**src/rtl/pipe_addsub_pkg.sv**
```systemverilog
// Shared constants and the per-stage beat record for the pipelined adder/subtractor.
package pipe_addsub_pkg;

    // Operation encoding on the sub input.
    localparam logic OP_ADD = 1'b0;
    localparam logic OP_SUB = 1'b1;

    localparam int unsigned DEFAULT_WIDTH  = 32;
    localparam int unsigned DEFAULT_STAGES = 2;

    // Control travelling with a beat; cin is the carry into the next slice.
    typedef struct packed {
        logic valid;
        logic cin;
        logic sat;
    } beat_ctl_t;

endpackage

```
**src/rtl/addsub_slice.sv**
```systemverilog
// One carry-chain slice: SLICE_W-bit add with carry in/out and the carry into its msb.
module addsub_slice #(
    parameter int unsigned SLICE_W = 16
) (
    input  logic [SLICE_W-1:0] a,
    input  logic [SLICE_W-1:0] b_eff,
    input  logic               cin,
    output logic [SLICE_W-1:0] sum,
    output logic               cout,
    output logic               msb_cin
);

    logic [SLICE_W:0] full;

    // Plain ripple sum with one extra bit for the carry-out.
    always_comb begin
        full = {1'b0, a} + {1'b0, b_eff} + {{SLICE_W{1'b0}}, cin};
    end

    assign sum     = full[SLICE_W-1:0];
    assign cout    = full[SLICE_W];
    // Carry into the msb recovered from the msb sum bit.
    assign msb_cin = a[SLICE_W-1] ^ b_eff[SLICE_W-1] ^ sum[SLICE_W-1];

endmodule

```
**src/rtl/pipe_addsub.sv**
```systemverilog
// Pipelined add/subtract, carry chain split into STAGES slices with a global stall.
// Optional saturation: define PIPE_ADDSUB_SAT_EN to add the sat input.
module pipe_addsub
    import pipe_addsub_pkg::*;
#(
    parameter int unsigned WIDTH  = DEFAULT_WIDTH,
    parameter int unsigned STAGES = DEFAULT_STAGES
) (
    input  logic             clk,
    input  logic             rst_n,
`ifdef PIPE_ADDSUB_SAT_EN
    input  logic             sat,
`endif
    input  logic             in_valid,
    output logic             in_ready,
    input  logic [WIDTH-1:0] a,
    input  logic [WIDTH-1:0] b,
    input  logic             sub,
    output logic             out_valid,
    input  logic             out_ready,
    output logic [WIDTH-1:0] result,
    output logic             carry,
    output logic             overflow,
    output logic             zero
);

    localparam int unsigned SW = WIDTH / STAGES;
    localparam logic [WIDTH-1:0] MAX_POS = {1'b0, {(WIDTH-1){1'b1}}};
    localparam logic [WIDTH-1:0] MIN_NEG = {1'b1, {(WIDTH-1){1'b0}}};

    logic stall;
    logic sat_in;

    // Beat presented to slice k: operands, partial sum so far and control.
    logic [WIDTH-1:0] st_a   [STAGES];
    logic [WIDTH-1:0] st_b   [STAGES];
    logic [WIDTH-1:0] st_sum [STAGES];
    beat_ctl_t        st_ctl [STAGES];

    logic             out_valid_q, out_valid_d;
    logic [WIDTH-1:0] result_q, result_d;
    logic             carry_q, carry_d;
    logic             overflow_q, overflow_d;
    logic             zero_q, zero_d;

    assign stall    = out_valid_q && !out_ready;
    assign in_ready = !stall;

`ifdef PIPE_ADDSUB_SAT_EN
    assign sat_in = sat;
`else
    assign sat_in = 1'b0;
`endif

    // Subtraction is a + ~b + 1: invert b and feed sub as the first carry-in.
    assign st_a[0]   = a;
    assign st_b[0]   = (sub == OP_SUB) ? ~b : b;
    assign st_sum[0] = '0;
    assign st_ctl[0] = '{valid: in_valid, cin: sub, sat: sat_in};

    for (genvar k = 0; k < STAGES; k++) begin : g_stage
        logic [SW-1:0]    s_sum;
        logic             s_cout;
        logic             s_msb_cin;
        logic [WIDTH-1:0] sum_full;

        addsub_slice #(
            .SLICE_W (SW)
        ) u_slice (
            .a       (st_a[k][k*SW +: SW]),
            .b_eff   (st_b[k][k*SW +: SW]),
            .cin     (st_ctl[k].cin),
            .sum     (s_sum),
            .cout    (s_cout),
            .msb_cin (s_msb_cin)
        );

        // Merge this slice's bits into the partial sum carried by the beat.
        always_comb begin
            sum_full              = st_sum[k];
            sum_full[k*SW +: SW]  = s_sum;
        end

        if (k < STAGES - 1) begin : g_mid
            logic [WIDTH-1:0] a_q, a_d;
            logic [WIDTH-1:0] b_q, b_d;
            logic [WIDTH-1:0] sum_q, sum_d;
            beat_ctl_t        ctl_q, ctl_d;
            logic             unused_msb_cin;

            // Only the top slice needs its msb carry-in.
            assign unused_msb_cin = s_msb_cin;

            // Advance the beat and its slice carry unless the output is stalled.
            always_comb begin
                a_d   = a_q;
                b_d   = b_q;
                sum_d = sum_q;
                ctl_d = ctl_q;
                if (!stall) begin
                    a_d       = st_a[k];
                    b_d       = st_b[k];
                    sum_d     = sum_full;
                    ctl_d     = st_ctl[k];
                    ctl_d.cin = s_cout;
                end
            end

            // Stage register between slice k and slice k+1.
            always_ff @(posedge clk or negedge rst_n) begin
                if (!rst_n) begin
                    a_q   <= '0;
                    b_q   <= '0;
                    sum_q <= '0;
                    ctl_q <= '0;
                end else begin
                    a_q   <= a_d;
                    b_q   <= b_d;
                    sum_q <= sum_d;
                    ctl_q <= ctl_d;
                end
            end

            assign st_a[k+1]   = a_q;
            assign st_b[k+1]   = b_q;
            assign st_sum[k+1] = sum_q;
            assign st_ctl[k+1] = ctl_q;
        end else begin : g_last
            logic             ovf;
            logic [WIDTH-1:0] res;

            // Final flags and optional clamp; bubbles load zeros into the output.
            always_comb begin
                ovf = s_cout ^ s_msb_cin;
                res = sum_full;
                if (st_ctl[k].sat && ovf) begin
                    res = st_a[k][WIDTH-1] ? MIN_NEG : MAX_POS;
                end
                out_valid_d = out_valid_q;
                result_d    = result_q;
                carry_d     = carry_q;
                overflow_d  = overflow_q;
                zero_d      = zero_q;
                if (!stall) begin
                    out_valid_d = st_ctl[k].valid;
                    result_d    = st_ctl[k].valid ? res : '0;
                    carry_d     = st_ctl[k].valid && s_cout;
                    overflow_d  = st_ctl[k].valid && ovf;
                    zero_d      = st_ctl[k].valid && (res == '0);
                end
            end

            // Output register; holds while the consumer stalls.
            always_ff @(posedge clk or negedge rst_n) begin
                if (!rst_n) begin
                    out_valid_q <= 1'b0;
                    result_q    <= '0;
                    carry_q     <= 1'b0;
                    overflow_q  <= 1'b0;
                    zero_q      <= 1'b0;
                end else begin
                    out_valid_q <= out_valid_d;
                    result_q    <= result_d;
                    carry_q     <= carry_d;
                    overflow_q  <= overflow_d;
                    zero_q      <= zero_d;
                end
            end
        end
    end

    assign out_valid = out_valid_q;
    assign result    = result_q;
    assign carry     = carry_q;
    assign overflow  = overflow_q;
    assign zero      = zero_q;

endmodule

```
**config.mk**
```make
export PLATFORM = sky130hd
export DESIGN_NAME = pipe_addsub
export DESIGN_NICKNAME = d
export VERILOG_FILES = /design/src/rtl/pipe_addsub_pkg.sv /design/src/rtl/addsub_slice.sv /design/src/rtl/pipe_addsub.sv
export SDC_FILE = /design/constraint.sdc
export NUM_CORES = 1
export LEC_CHECK = 0
export CAP_MARGIN = 20
export CORE_ASPECT_RATIO = 0.7
export CORE_MARGIN = 2
export CORE_UTILIZATION = 35
export DETAILED_ROUTE_END_ITERATION = 8
export PLACE_DENSITY_LB_ADDON = 0.05
export SLEW_MARGIN = 30
export SYNTH_ARGS = -nofsm -noshare
export SYNTH_HDL_FRONTEND = slang
export SYNTH_SLANG_ARGS = --single-unit
```
**constraint.sdc**
```tcl
create_clock -name clk -period 5.9 [get_ports clk]
set_input_delay 1.18 -clock clk [delete_from_list [all_inputs] [get_ports clk]]
set_output_delay 1.18 -clock clk [all_outputs]
set_load 0.01 [all_outputs]
```
-- Word-level counts from Yosys, hierarchy flattened
Cells that the tools add are included.
- word-level logic and storage cells: 27
- input port bits: 69
- output and inout port bits: 37
- bits in registers: 118
- bitwise logic cells: 4
- reductions and logical operators: 7
- mux-type cells: 2
- $add $sub $neg: 4
- operator list (kind ; count):
    32-bit 2-to-1 mux ; 2
    16-bit by 16-bit adder with 17-bit output ; 2
    17-bit by 1-bit adder with 17-bit output ; 2
    32-bit zero test ; 1
    32-bit NOT ; 1
    1-bit logical AND ; 4
    1-bit XOR ; 3
    1-bit zero test ; 2

-- Longest topological paths before layout
- depth in word-level cells: 5
- gate-level depth with buffers: 12
- depth with buffers taken out: 11

-- By module
A second synthesis with hierarchy kept.
- cells, all modules: 591
- area total of the unflattened synthesis: 5236.3 um^2
- modules (own cells, without submodules) (module ; times used ; cells each ; area an instance (um^2) ; seq. area each (um^2)):
    pipe_addsub ; 1 ; 398 ; 3653.5 ; 2152.1
    addsub_slice (g_stage[0].u_slice) ; 1 ; 101 ; 859.6 ; 0.0
    addsub_slice (g_stage[1].u_slice) ; 1 ; 92 ; 723.2 ; 0.0

-- Worst setup path before layout
OpenSTA, ideal clock, no wires.
- path kind: in2reg
- from: in sub
- to: reg g_stage[0].g_mid.sum_q[15]
- arrival time: 3.765 ns
- path buffers: 2
- library setup time: 0.095 ns
- slack: 2.040 ns
- stages: 11
- required time: 5.805 ns
- cell sequence: clkbuf_1 -> buf_1 -> xor2_1 -> ha_1 -> a2111oi_0 -> nand3_1 -> a221oi_1 -> o311a_1 -> a211o_1 -> a21oi_1 -> o31ai_1
- longest elaborated chain between the ends: 3
- RTL lines (element ; RTL line ; text):
    start, declared ; pipe_addsub.sv:18 ; input logic sub,
    32-bit 2-to-1 mux ; pipe_addsub.sv:57 ; assign st_b[0] = (sub == OP_SUB) ? ~b : b;
    16-bit by 16-bit adder with 17-bit output ; addsub_slice.sv:17 ; full = {1'b0, a} + {1'b0, b_eff} + {{SLICE_W{1'b0}}, cin};
    17-bit by 1-bit adder with 17-bit output * ; addsub_slice.sv:17 ;
    end signal, assigned ; pipe_addsub.sv:119 ; sum_q <= sum_d;
    end, declared ; pipe_addsub.sv:87 ; logic [WIDTH-1:0] sum_q, sum_d;
Every way passes the cells marked *; elsewhere a longest branch is shown, timed or not.
A chain may end at the register's enable or synchronous reset.

-- Worst setup path after layout
- from: in out_ready
- to: out in_ready
- longest elaborated chain between the ends: 3
- RTL lines (element ; RTL line ; text):
    start, declared ; pipe_addsub.sv:20 ; input logic out_ready,
    1-bit zero test ; pipe_addsub.sv:46 ; assign stall = out_valid_q && !out_ready;
    1-bit logical AND ; pipe_addsub.sv:46 ;
    1-bit zero test ; n/a ;
    end, declared ; pipe_addsub.sv:15 ; output logic in_ready,
Every way passes these cells.

==> results.py <==
metrics = {
    "global_routing": {
        "antenna_found_initial": 0,
        "grt_use_total": 0.176,
        "gr-total-overflow": 0,
        "grt_pass1_wl_um": 21000,
        "grt_pass1_vias": 3914,
        "grt_max_degree": 100,
    },
    "setup_path": {
        "path_depth": 4,
        "crit_start": "out_ready",
        "slowest_delay_ps": 660,
        "critPathTopFamily": "buffers and inverters",
        "worst-setup-path-type": "in -> out",
        "cp_max_fo": 35,
        "critPathCapture": "in_ready",
        "rr_startpoint": "g_stage[0].g_mid.a_q[16]",
        "critical_path_arrival_ps": 2890,
        "reg2reg_to": "zero",
        "critPathMostFrequentCell": "clkdlybuf4s50_1",
        "reg2regPathDepth": 11,
        "r2r_slack_ps": 2760,
        "worstSetupStartpointType": "input port",
        "crit_buf_inv": 3,
        "crit_chain": "clkdlybuf4s50_1 -> nor2b_4 -> inv_2 -> clkdlybuf4s50_1",
        "crit_required_ps": 4720,
        "crit_slowest_cell": "clkdlybuf4s50_1",
        "end_kind": "output port",
    },
    "yosys": {
        "syn-num-nets": 638,
        "yosys_warnings": 0,
        "ys.flop_type": "dfrtp_1",
        "synth_area_leaders": "dfrtp_1, nand2_1, ha_1",
        "ys_async_sr_fraction": 1.00,
        "synth_top_area_frac": 0.433,
        "seq_area_frac_synth": 0.433,
        "synth.distinct_cells": 61,
        "syn_area_um2": 4960,
        "yosysTopAreaCell": "dfrtp_1",
        "synth_edf_count": 0,
        "syn_inst": 536,
        "synth_area_per_cell_um2": 9.26,
        "ys_seq_elements": 86,
    },
    "layout": {
        "mostFrequentLayoutCells": "nand2_1, clkdlybuf4s50_1, dfrtp_1",
        "final_area_um2": 6470,
        "final_common_cell": "nand2_1",
        "antenna_cells": 0,
        "areaGrowthSynthToFinish_pct": 30.3,
        "final_cells": 825,
        "drive_above_1_share": 0.0583,
        "nets": 732,
    },
    "routing": {
        "postRouteAntennaNets": 0,
        "wirelength_um": 12700,
        "route.detailed.wl_per_inst_um": 15.4,
        "avgViaCountPerCell": 4.86,
        "num_vias": 4006,
        "drc": 0,
        "drtPass1Iterations": 5,
        "detail_route.iter0.violations": 298,
    },
    "clocking": {
        "post_cts_resized": 0,
        "post-cts-setup-buffer-count": 0,
        "tritoncts.num_buffers": 9,
        "hold_buffers": 0,
        "cts.path.max_buffers": 2,
        "cts-root-buf": "clkbuf_16",
        "htree_num_levels": 3,
        "insertion_delay_ps": 350,
        "clk_pin_slew_ps": 70,
        "cts_tree": "built",
        "cts_sinks": 86,
    },
    "sta": {
        "worst_slew_pin_slew_ps": 951,
        "fin_crit_sh": 0.690,
        "max_freq_mhz": 246,
        "setup_tns_ps": 0,
        "finalSetupViolations": 0,
        "slew_viol_final": 0,
        "relSlewSlack": 0.366,
        "setup_slack_ps": 1830,
        "rsz0062_at_grt": "no",
        "finalClockSkew_ps": 7.90,
        "hold_violations": 0,
        "layout_min_cycle_time_ps": 4070,
    },
    "placed_design": {
        "placed_area_um2": 6160,
        "dp_slack_ps": 1550,
        "gp_congestion": 0.858,
        "dp.cells": 809,
        "hpwl_um": 9770,
        "portBuffers": 105,
    },
    "power": {
        "leakagePower_nw": 2.88,
        "netSwitchingFraction": 0.354,
        "combPwrFrac": 0.374,
        "p_per_area_nw_per_um2": 350,
        "p_int_mw": 1.46,
        "seqPwrFrac": 0.368,
        "p_clk_frac": 0.258,
        "fin_total_pwr_mw": 2.26,
        "p_switching_mw": 0.801,
        "ir_drop_mv": 0.136,
    },
    "floorplanning": {
        "core-area_um2": 13900,
        "die_w_um": 146,
        "die_h_um": 104,
        "pin_count": 106,
        "start_util": 0.358,
        "dieArea_um2": 15200,
        "rows": 36,
    },
    "min_path": {
        "hold_path_class": "reg -> reg",
        "worstHoldStart": "result[12]",
    },
    "flow_run": {
        "maxCapViolCount": 0,
    },
    "run_status": {
        "status": "complete, no violations",
    },
}
==> cell families after synthesis <==
logic type,Yosys count,share of synthesized area
buffers and inverters,34,0.0292
DFF,86,0.433
xor gates and xnor gates,55,0.0985
AOI/OAI and AO/OA,106,0.154
and+or+nand+nor,221,0.194
adders and majority gates,33,0.0877
muxes,1,0.00227
==> flip-flops by register name, summed over array words and instances, names as in the netlist, 2 cells and up <==
name / count
g_stage.g_mid.a_q: 16
g_stage.g_mid.b_q: 16
g_stage.g_mid.ctl_q: 2
g_stage.g_mid.sum_q: 16
result: 32
==> layout make-up <==
cell class | count | area [µm²]
clock buffers | 9 | 225
multi-input cells | 416 | 2680
repair buffers | 108 | 1070
flip-flops and latches | 86 | 2150
fillers | 1409 | 7400
clock inverters | 7 | 78.8
inverters | 9 | 33.8
well taps | 190 | 238
==> power groups by stage <==
stage,clock network [mW],registers [mW],logic (mW)
finish,0.584,0.833,0.845
global route,0.626,0.853,0.938
CTS,0.604,0.834,0.852
detailed placement,0,0.845,0.849
global placement,0,0.841,0.839
floorplan,0,0.837,0.495
==> worst min path at each step <==
stage	to	slack, ps	cells after the start
4_1_cts	result[12]	470	2
3_5_place_dp	result[12]	460	2
3_3_place_gp	result[17]	450	2
5_1_grt	result[4]	500	2
6_report	result[12]	460	2
2_1_floorplan	g_stage[0].g_mid.a_q[18]	440	2
==> per-stage QoR <==
stage	utilization	hold WS, ps
6_report	0.466	463
5_1_grt	0.466	500
4_1_cts	0.466	471
3_5_place_dp	0.444	455
3_3_place_gp	0.444	453
2_1_floorplan	-	444
==> cells in the mapped netlist, types with 4 or more instances <==
cell / number
nor3_1: 8
nand2_1: 133
o21ai_1: 16
buf_1: 7
o21ai_0: 20
xnor2_1: 29
a22o_1: 8
a31oi_1: 4
nand3_1: 23
inv_1: 8
ha_1: 30
clkbuf_1: 16
dfrtp_1: 86
a21o_1: 4
nor2_1: 29
xor2_1: 25
a21oi_1: 18
o21a_1: 4
==> worst reg2reg max path: stages, from the launching register on <==
cell and delay [ps]:
dfrtp_1 400, fa_1 470, inv_1 90, fa_1 200, nor2b_1 80, o311a_4 340
o21bai_4 200, nor3b_1 340, o211a_1 220, nand4_1 90, or4_1 440, o31ai_2 180
==> metal layers <==
layer  wire length [µm]  global-route usage  vias up  share of wire
li1                   -                   -     2037              -
met1               7010               0.290     1853           0.55
met2               4780               0.228      107           0.38
met3                771              0.0383        9          0.061
met4                113              0.0395        0         0.0089
met5                  0                   0        -              0
Power figures use the tool's default switching activity.
